File: src/rtl/full_adder.sv
// WIDTH-bit ripple-carry adder built from per-bit full-adder cells, with a
// one-cycle registered copy of the result. Optional checker: FULL_ADDER_CHECK_EN.
module full_adder #(
   parameter int WIDTH = 1
) (
   input  logic             clk,
   input  logic             rst,
   input  logic [WIDTH-1:0] a,
   input  logic [WIDTH-1:0] b,
   input  logic             cin,
   output logic [WIDTH-1:0] s,
   output logic             cout,
   input  logic             in_valid,
   output logic [WIDTH-1:0] s_q,
   output logic             cout_q,
   output logic             out_valid,
   output logic             err
);

   logic [WIDTH:0]   c;
   logic [WIDTH-1:0] s_reg;
   logic             cout_reg;
   logic             valid_reg;

   assign c[0] = cin;

   // One explicit cell per bit so the carry ripples through gate logic
   generate
      for (genvar gi = 0; gi < WIDTH; gi++) begin : g_bit
         logic p;
         assign p         = a[gi] ^ b[gi];
         assign s[gi]     = p ^ c[gi];
         assign c[gi + 1] = (a[gi] & b[gi]) | (c[gi] & p);
      end
   endgenerate

   assign cout = c[WIDTH];

   always_ff @(posedge clk or posedge rst) begin
      if (rst) begin
         s_reg     <= '0;
         cout_reg  <= 1'b0;
         valid_reg <= 1'b0;
      end else begin
         valid_reg <= in_valid;
         if (in_valid) begin
            s_reg    <= s;
            cout_reg <= cout;
         end
      end
   end

   assign s_q       = s_reg;
   assign cout_q    = cout_reg;
   assign out_valid = valid_reg;

`ifdef FULL_ADDER_CHECK_EN
   logic [WIDTH:0] ref_sum;
   logic           err_reg;

   // Behavioural reference, independent of the gate-level chain above
   assign ref_sum = {1'b0, a} + {1'b0, b} + {{WIDTH{1'b0}}, cin};

   always_ff @(posedge clk or posedge rst) begin
      if (rst) begin
         err_reg <= 1'b0;
      end else if (in_valid && (ref_sum != {cout, s})) begin
         err_reg <= 1'b1;
      end
   end

   assign err = err_reg;
`else
   assign err = 1'b0;
`endif

endmodule

File: config.mk
export PLATFORM = sky130hd
export DESIGN_NAME = full_adder
export DESIGN_NICKNAME = d
export VERILOG_FILES = /design/src/rtl/full_adder.sv
export SDC_FILE = /design/constraint.sdc
export NUM_CORES = 1
export LEC_CHECK = 0
export BUFFER_PORTS_ARGS = -buffer_cell sky130_fd_sc_hd__buf_2
export CAP_MARGIN = 20
export CORE_AREA = 2 2 39 41
export DETAILED_ROUTE_END_ITERATION = 16
export DIE_AREA = 0 0 41 43
export HOLD_SLACK_MARGIN = 0.08
export PLACE_DENSITY = 0.35
export SLEW_MARGIN = 20
export SYNTH_ARGS = -nofsm -noshare
export SYNTH_HDL_FRONTEND = slang
export SYNTH_SLANG_ARGS = --single-unit
File: constraint.sdc
create_clock -name clk -period 0.8 [get_ports clk]
set_input_delay 0 -clock clk [delete_from_list [all_inputs] [get_ports clk]]
set_output_delay 0 -clock clk [all_outputs]
set_load 0.05 [all_outputs]
# After elaboration in Yosys (flattened, before gate mapping)
# Index checks and enable logic that the tools add are counted.
# Widths: inputs -> output; s select.
word_totals:
  output_inout_bits: 6
  inputBits: 6
  reg_bits: 3
  elab_cells: 8
op_classes:
  n_bitwise: 5
op_table:
  columns: ["cell", "n"]
  rows:
  - ["$and 1x1->1", 2]
  - ["$xor 1x1->1", 2]
  - ["$or 1x1->1", 1]

# Longest topological paths before layout
# Gate-level depths: netlist of the first run.
depth:
  word_depth: 3
  ltp_mapped: 2
  mapped_depth_nobuf: 2

# Least setup slack after synthesis of the first run
# Ideal clock, no wire load.
synth_timing:
  path_kind: "in2reg"
  start: "input a"
  end: "register s_reg, in the netlist s_q"
  setup_time_ns: 0.125
  required_time_ns: 0.675
  t_arrival_ns: 1.053
  cell_stages: 2
  setup_slack_ns: -0.378
  cell_sequence: "fa_1 > mux2_2"
synth_between:
  elab_chain_cells: 2
synth_rtl:
  columns: ["element", "line_no", "rtl"]
  rows:
  - ["from (decl)", "8", "input logic [WIDTH-1:0] a,"]
  - ["$xor 1x1->1", "31", "assign p = a[gi] ^ b[gi];"]
  - ["$xor 1x1->1", "32", "assign s[gi] = p ^ c[gi];"]
  - ["to (signal assigned)", "47", "s_reg <= s;"]
  - ["to (decl)", "21", "logic [WIDTH-1:0] s_reg;"]
# Every way passes these cells.
# A chain may end at the register's enable or synchronous reset.

# Worst setup path in the final report of the first run
layout_timing:
  start: "input a"
  end: "output s"
layout_between:
  elab_chain_cells: 2
layout_rtl:
  columns: ["element", "line_no", "rtl"]
  rows:
  - ["$xor 1x1->1", "31", null]
  - ["$xor 1x1->1", "32", null]
  - ["to (decl)", "11", "output logic [WIDTH-1:0] s,"]
# Every way passes these cells.

==> run_results.csv, run 1 <==
group,metric,value,unit
outcome,outcome,"finished with violations",
outcome,violations,"hold timing, setup timing",
global_routing,track_usage,5.13,%
setup_path,crit_fanout,2,
placement,dp_slack,-170,ps
routing,wl_per_cell,7.82,um
cells_and_area,fin_area,274,sq um
power,leakage,0.135,nW
setup_path,cpPeakStageDelay,590,ps
global_routing,grt_pass1_vias,125,
floorplan,core,1380,sq um
global_routing,antenna_found_initial,0,
synth,synth.largest_area_cell,"dfrtp_1",
routing,dr.pass1.iters,2,
floorplan,start_util,9.58,%
clock_network,cts_buffers,3,
setup_path,cp_slowest_cell,"fa_2",
synth,synth_nets,16,
cells_and_area,nets,31,
synth,synth-seq-cells,3,
floorplan,fp.dieH,43,um
synth,synth.top_cell.area_share,56.6,%
setup_path,cp-startpoint,"a",
synth,syn_inst,9,
routing,viasPerCell,2.82,
placement,dpl_cell_area,206,sq um
clock_network,path_clk_slew,40,ps
synth,yosys-top-cells-area,"dfrtp_1 57%, mux2_2 17%, fa_1 15%, buf_4 5.7%, conb_1 2.8%",
routing,drtAntennaViolNets,0,
worst_hold_path,worstHoldPathCells,1,
floorplan,io_pins,12,
cells_and_area,layout-drive-gt1-share,73.9,%
sta,holdWs,-70.0,ps
clock_network,hold_buffers,1,
global_routing,gr-total-overflow,0,
sta,fin_crit_sh,105,%
routing,routed_wirelength,305,um
clock_network,htreeDepth,1,
power,p_per_area,2600,nW/um^2
placement,port_buffers,10,
sta,rsz0062_at_grt,"true",
floorplan,design.die.area,1760,sq um
setup_path,cp-start-kind,"input port",
global_routing,grt_max_degree,4,
sta,slew_viol_final,0,
setup_path,cp.arrival,840,ps
setup_path,rrSetupSlack,20,ps
cells_and_area,synthToLayoutAreaGrowth,107,%
job,maxCapViolCount,0,
setup_path,path_cells,"buf_6 > fa_2 > buf_8",
setup_path,worstRegToRegCells,1,
sta,finalSetupViolations,1,
sta,fin_crit,837,ps
setup_path,cp-endpoint,"s",
cells_and_area,diodes,0,
power,ir_worst_vdd,0.526,mV
cells_and_area,layout.cells.non_filler,39,
floorplan,die_w,41,um
setup_path,r2r-end,"cout_q",
clock_network,clock_latency,230,ps
synth,yosysWarnings,0,
sta,fin_worst_skew,0,ps
placement,dpl.cell_count,34,
routing,drtIter0Drc,4,
clock_network,clock-sinks,3,
setup_path,crit_required,800,ps
synth,synth.avg_cell_area,14.7,sq um
sta,hold_viol,1,
sta,setup_ws,-37.0,ps
clock_network,cts_tree,"built",
synth,synth_cell_types,6,
clock_network,cts_buffer_depth,2,
sta,fmax,1.19,GHz
clock_network,cts-root-buf,"clkbuf_4",
routing,drc,0,
placement,gp_congestion,0.566,
setup_path,r2r-start,"cout_q",
power,power,0.713,mW
synth,ys_seq_area_share,56.6,%
worst_hold_path,min_path_type,"in -> reg",
routing,vias,110,
synth,syn_area,133,sq um
floorplan,num_rows,14,
setup_path,cp-end-kind,"output port",
setup_path,critPathKind,"in -> out",
global_routing,grt_pass1_wl,496,um
cell usage after synthesis:
| master | n |
|---|---|
| dfrtp_1 | 3 |
| buf_4 | 1 |
| conb_1 | 1 |
| fa_1 | 1 |
| mux2_2 | 2 |
| inv_1 | 1 |
kinds of logic after synthesis:
kind of cell	after synthesis	synth area share [%]
other	1	2.83
adder cells (fa/ha/maj)	1	15.1
flip-flops	3	56.6
multiplexers	2	17.0
buffers and inverters	2	8.49
worst min path at each step:
stage / from / endpoint / slack [ps]
3_5_place_dp: rst / out_valid / -140
4_1_cts: in_valid / out_valid / -80
2_1_floorplan: rst / out_valid / -250
6_report: in_valid / out_valid / -70
3_3_place_gp: rst / out_valid / -140
5_1_grt: in_valid / out_valid / -80
stage by stage:
step | setup TNS (ps) | hold WS, ps | util, %
2_1_floorplan | -353 | -246 | -
3_3_place_gp | -361 | -139 | 14.9
3_5_place_dp | -396 | -136 | 14.9
4_1_cts | -41.5 | -82.7 | 19.8
5_1_grt | -78.8 | -77.4 | 19.8
6_report | -37.0 | -70.0 | 19.8
state kept, by name (all words and copies together), names as in the netlist:
register   cells
cout_q         1
out_valid      1
s_q            1
layout make-up:
cell class	instances	area, sq um
sequential	3	76.3
tap	16	20.0
fill	153	1110
timing repair buffer	11	91.3
clock buffer	4	26.3
multi-input combinational	4	56.3
inverter	1	3.75
critical path: cells and delay by family:
kind / cells / cell delay (ps)
buffers and inverters: 2 / 240
adders and majority gates: 1 / 590
repair_timing:
action / 4_1_cts / 5_1_grt
endpoints found under the setup margin: 4 / 3
setup buffers: 0 / 0
gates cloned: 0 / 0
gates resized for setup: 9 / 0
hold endpoints to repair: 6 / 3
pin swaps: 1 / 0
cells in the final DEF, fill, tap and decap left out, types with 2 or more instances in the layout:
master / count
mux2_4: 2
buf_6: 3
buf_2: 5
dfrtp_1: 2
clkbuf_4: 3
routing by layer:
metal	vias up	GRT usage [%]	wire (um)	share of wire, %
met5	-	0	0	0
met4	0	6.00	0	0
met3	0	5.76	62	20
met2	12	4.38	97	32
met1	44	5.50	145	48
li1	54	-	-	-
power by group:
group          switching (mW)  total [mW]  internal (mW)
registers              0.0137       0.187          0.173
logic                   0.157       0.263          0.106
clock network          0.0763       0.263          0.187
total                   0.247       0.713          0.465
No activity file was read; power rests on OpenSTA's default activity.
==> run 2, diff against run 1 <==
- RECOVER_POWER: default -> 50
==> run_results.csv, run 2 (synthesis gave the netlist of run 1 again) <==
group,metric,value,unit
floorplan,die_w,41,um
setup_path,cp-start-kind,"input port",
setup_path,cp-end-kind,"output port",
sta,fmax,1.19,GHz
worst_hold_path,min_path_type,"in -> reg",
worst_hold_path,min_from,"in_valid",
cells_and_area,seqCellArea,76.3,sq um
power,p_per_area,2610,nW/um^2
cells_and_area,diodes,0,
clock_network,hold_buffers,1,
global_routing,grt_pass1_vias,125,
cells_and_area,final_common_cell,"buf_2",
setup_path,path_cells,"buf_6 > fa_2 > buf_8",
placement,dpl_cell_area,206,sq um
clock_network,htreeDepth,1,
routing,drtAntennaViolNets,0,
global_routing,gr-total-overflow,0,
cells_and_area,synthToLayoutAreaGrowth,106,%
power,ir_worst_vdd,0.525,mV
floorplan,io_pins,12,
clock_network,cts_tree,"built",
clock_network,path_clk_slew,40,ps
outcome,violations,"hold timing, setup timing",
clock_network,cts-root-buf,"clkbuf_4",
job,maxCapViolCount,0,
setup_path,cp_slowest_cell,"fa_2",
cells_and_area,fin_util,19.7,%
sta,setup_ws,-37.1,ps
sta,fin_crit_sh,105,%
global_routing,antenna_found_initial,0,
clock_network,clock-sinks,3,
routing,drc,0,
routing,dr.pass1.iters,2,
setup_path,cp-startpoint,"a",
routing,drtIter0Drc,4,
power,leakage,0.132,nW
routing,wl_per_cell,7.87,um
setup_path,r2r-start,"cout_q",
routing,routed_wirelength,307,um
floorplan,num_rows,14,
setup_path,crit_required,800,ps
sta,holdWs,-47.2,ps
cells_and_area,n_fill_cell,154,
setup_path,cpPeakStageDelay,590,ps
cells_and_area,nets,31,
placement,gp_congestion,0.566,
clock_network,clock_latency,230,ps
floorplan,fp.dieH,43,um
clock_network,cts_buffer_depth,2,
sta,finalSetupViolations,1,
power,power,0.712,mW
setup_path,critPathKind,"in -> out",
sta,fin_crit,837,ps
cells_and_area,final_cell_mix,"4 x buf_2, 3 x clkbuf_4, 3 x buf_6",
setup_path,path_delay_family,"adder cells",
routing,viasPerCell,2.82,
placement,port_buffers,10,
setup_path,crit_fanout,2,
floorplan,start_util,9.58,%
global_routing,grt_pass1_wl,496,um
cells_and_area,multiInputGateArea,56.3,sq um
outcome,outcome,"finished with violations",
sta,fin_worst_skew,0,ps
setup_path,path_buf_inv,2,
clock_network,cts_buffers,3,
sta,hold_viol,1,
floorplan,design.die.area,1760,sq um
floorplan,core,1380,sq um
routing,vias,110,
global_routing,track_usage,5.13,%
cells_and_area,fin_area,273,sq um
cells_and_area,layout-drive-gt1-share,69.6,%
sta,rsz0062_at_grt,"true",
setup_path,cp.arrival,840,ps
sta,slew_viol_final,0,
global_routing,grt_max_degree,4,
placement,dp_slack,-170,ps
## run 2: cell count changes in the layout (fill, tap and decap cells not counted)
cell	delta
clkbuf_1	+1
buf_2	-1
## run 2: report_power, final
part | internal, mW | leakage (nW) | switching (mW)
sequential | 0.173 | 0.0340 | 0.0137
clock | 0.187 | 0.0150 | 0.0763
combinational | 0.105 | 0.0829 | 0.157
## run 2: final timing paths
path                                  end  slack [ps]  depth (start not counted)
min in group asynchronous       out_valid         190                          3
worst max-delay path                    s         -40                          3
worst min-delay path            out_valid         -50                          1
worst min register to register     cout_q         530                          1
max in group asynchronous          cout_q         480                          3
worst max register to register     cout_q          20                          1
## run 2: final cells by class
cell class	count	area share, %
clock buffers	4	9.63
inverters	1	1.38
multi-input cells	4	20.6
flip-flops and latches	3	28.0
well taps	16	7.34
repair buffers	11	33.0
## run 2: repair_timing
action | CTS | global route
gates resized for setup | 9 | 0
endpoints found under the setup margin | 4 | 3
hold endpoints to repair | 6 | 3
pin swaps | 1 | 0
setup buffers | 0 | 0
## run 2: stage by stage
step           setup TNS (ps)  std cells  hold WS, ps
3_5_place_dp             -396         34         -136
4_1_cts                 -41.5         39        -82.7
5_1_grt                 -78.8         39        -48.6
3_3_place_gp             -361         34         -139
6_report                -37.1         39        -47.2
2_1_floorplan            -353          9         -246
## run 2: metal layers
layer	global-route usage (%)	share of wire (%)	vias to the layer above
li1	-	-	54
met1	5.50	48	44
met2	4.38	31	12
met3	5.76	21	0
met4	6.00	0	0
met5	0	0	-
==> run 3, diff against run 2 <==
- CTS_CLUSTER_SIZE: default -> 24
- GPL_TIMING_DRIVEN: default -> 0
- PLACE_DENSITY: 0.35 -> 0.34
- clock period: 0.8 -> 0.9 ns (I/O delays scaled with it)
==> run_results.csv, run 3 (synthesis gave the netlist of run 1 again) <==
group,metric,value,unit
sta,slew_viol_final,0,
floorplan,fp.dieH,43,um
sta,fmax,1.13,GHz
power,ir_worst_vdd,0.270,mV
setup_path,crit_required,900,ps
placement,gp_congestion,0.517,
routing,routed_wirelength,360,um
power,p_per_area,2290,nW/um^2
clock_network,clock_latency,230,ps
floorplan,die_w,41,um
sta,finalSetupViolations,0,
cells_and_area,diodes,0,
clock_network,cts-root-buf,"clkbuf_4",
clock_network,clock-sinks,3,
sta,holdWs,179,ps
global_routing,grt_pass1_vias,146,
global_routing,grt_max_degree,4,
cells_and_area,layout-drive-gt1-share,72.0,%
setup_path,cp-start-kind,"input port",
sta,fin_crit,881,ps
power,clockPowerShare,38.7,%
floorplan,num_rows,14,
routing,dr.pass1.iters,2,
cells_and_area,multiInputGateArea,56.3,sq um
cells_and_area,final_cell_mix,"8 x buf_2, 3 x clkbuf_4",
floorplan,core,1380,sq um
outcome,outcome,"finished clean",
setup_path,cp.arrival,880,ps
cells_and_area,final_common_cell,"buf_2",
power,seqPwrFrac,27.1,%
clock_network,cts_buffers,3,
routing,vias,118,
power,p_sw,0.217,mW
placement,port_buffers,10,
floorplan,start_util,9.58,%
global_routing,antenna_found_initial,0,
clock_network,cts_buffer_depth,2,
cells_and_area,nets,33,
worst_hold_path,min_path_type,"in -> async",
routing,drtAntennaViolNets,0,
global_routing,gr-total-overflow,0,
sta,tns,0,ps
setup_path,cp-end-kind,"output port",
floorplan,design.die.area,1760,sq um
routing,viasPerCell,2.88,
sta,fin_crit_sh,97.9,%
setup_path,worstRegToRegCells,1,
clock_network,htreeDepth,1,
sta,hold_viol,0,
global_routing,track_usage,4.92,%
sta,setup_ws,18.9,ps
routing,wl_per_cell,8.78,um
setup_path,crit_fanout,2,
clock_network,cts_tree,"built",
cells_and_area,synthToLayoutAreaGrowth,98.1,%
power,leakage,0.135,nW
cells_and_area,n_fill_cell,147,
power,power,0.603,mW
floorplan,io_pins,12,
placement,dp_slack,-68.8,ps
power,intPower,0.386,mW
setup_path,critPathKind,"in -> out",
power,p_sw_share,35.9,%
sta,fin_worst_skew,0,ps
routing,drtIter0Drc,1,
job,maxCapViolCount,0,
cells_and_area,layout.cells.non_filler,41,
sta,rsz0062_at_grt,"false",
global_routing,grt_pass1_wl,483,um
cells_and_area,seqCellArea,76.3,sq um
clock_network,path_clk_slew,40,ps
routing,drc,0,
power,combinationalPowerShare,34.2,%
placement,dpl.cell_count,35,
-- run 3: cell types whose count changed in the layout (fill, tap and decap cells not counted), sizes merged --
cell / previous run / this run
dlygate4sd3: 1 / 2
buf: 9 / 10
-- run 3: worst paths after layout --
| path | end | start | slack, ps |
|---|---|---|---|
| max reg2reg | cout_q | cout_q | 130 |
| min | s_q | rst | 180 |
| max in group asynchronous | cout_q | rst | 580 |
| max | s | cin | 20 |
| min in group clk | cout_q | a | 220 |
| min reg2reg | cout_q | cout_q | 510 |
-- run 3: cell type report --
| class | count | area share [%] |
|---|---|---|
| clock buffers | 4 | 10.0 |
| plain buffers | 1 | 2.86 |
| well taps | 16 | 7.62 |
| flip-flops and latches | 3 | 29.0 |
| repair buffers | 12 | 27.6 |
| inverters | 1 | 1.43 |
| multi-input cells | 4 | 21.4 |
-- run 3: worst max-delay path: stages --
cell,delay [ps]
buf_2,110
fa_2,570
buf_4,200
-- run 3: what timing repair did --
item / in CTS / in global routing
setup buffers: 0 / 0
hold endpoints to repair: 6 / 0
setup endpoints to repair: 1 / 0
hold buffers: 2 / 0
gates resized for setup: 1 / 0
-- run 3: metal layers --
metal	share of wire (%)	track usage (%)	wire, um	vias to the layer above
met4	2.5	10.0	9	0
met2	43	6.25	156	10
met5	0	0	0	-
met3	14	1.57	50	2
met1	40	3.55	143	50
li1	-	-	-	56
-- run 3: power groups by stage --
stage	registers [mW]	logic [mW]	clock network, mW
floorplan	0.224	0.0954	0
global placement	0.163	0.194	0
detailed placement	0.164	0.196	0
CTS	0.163	0.208	0.249
global route	0.164	0.216	0.253
finish	0.163	0.206	0.234
-- run 3: stage by stage --
step	instance area [sq um]	utilization [%]
after floorplan	144	-
after global placement	214	15.5
after detailed placement	214	15.5
after CTS	263	19.0
after global routing	263	19.0
final	263	19.0
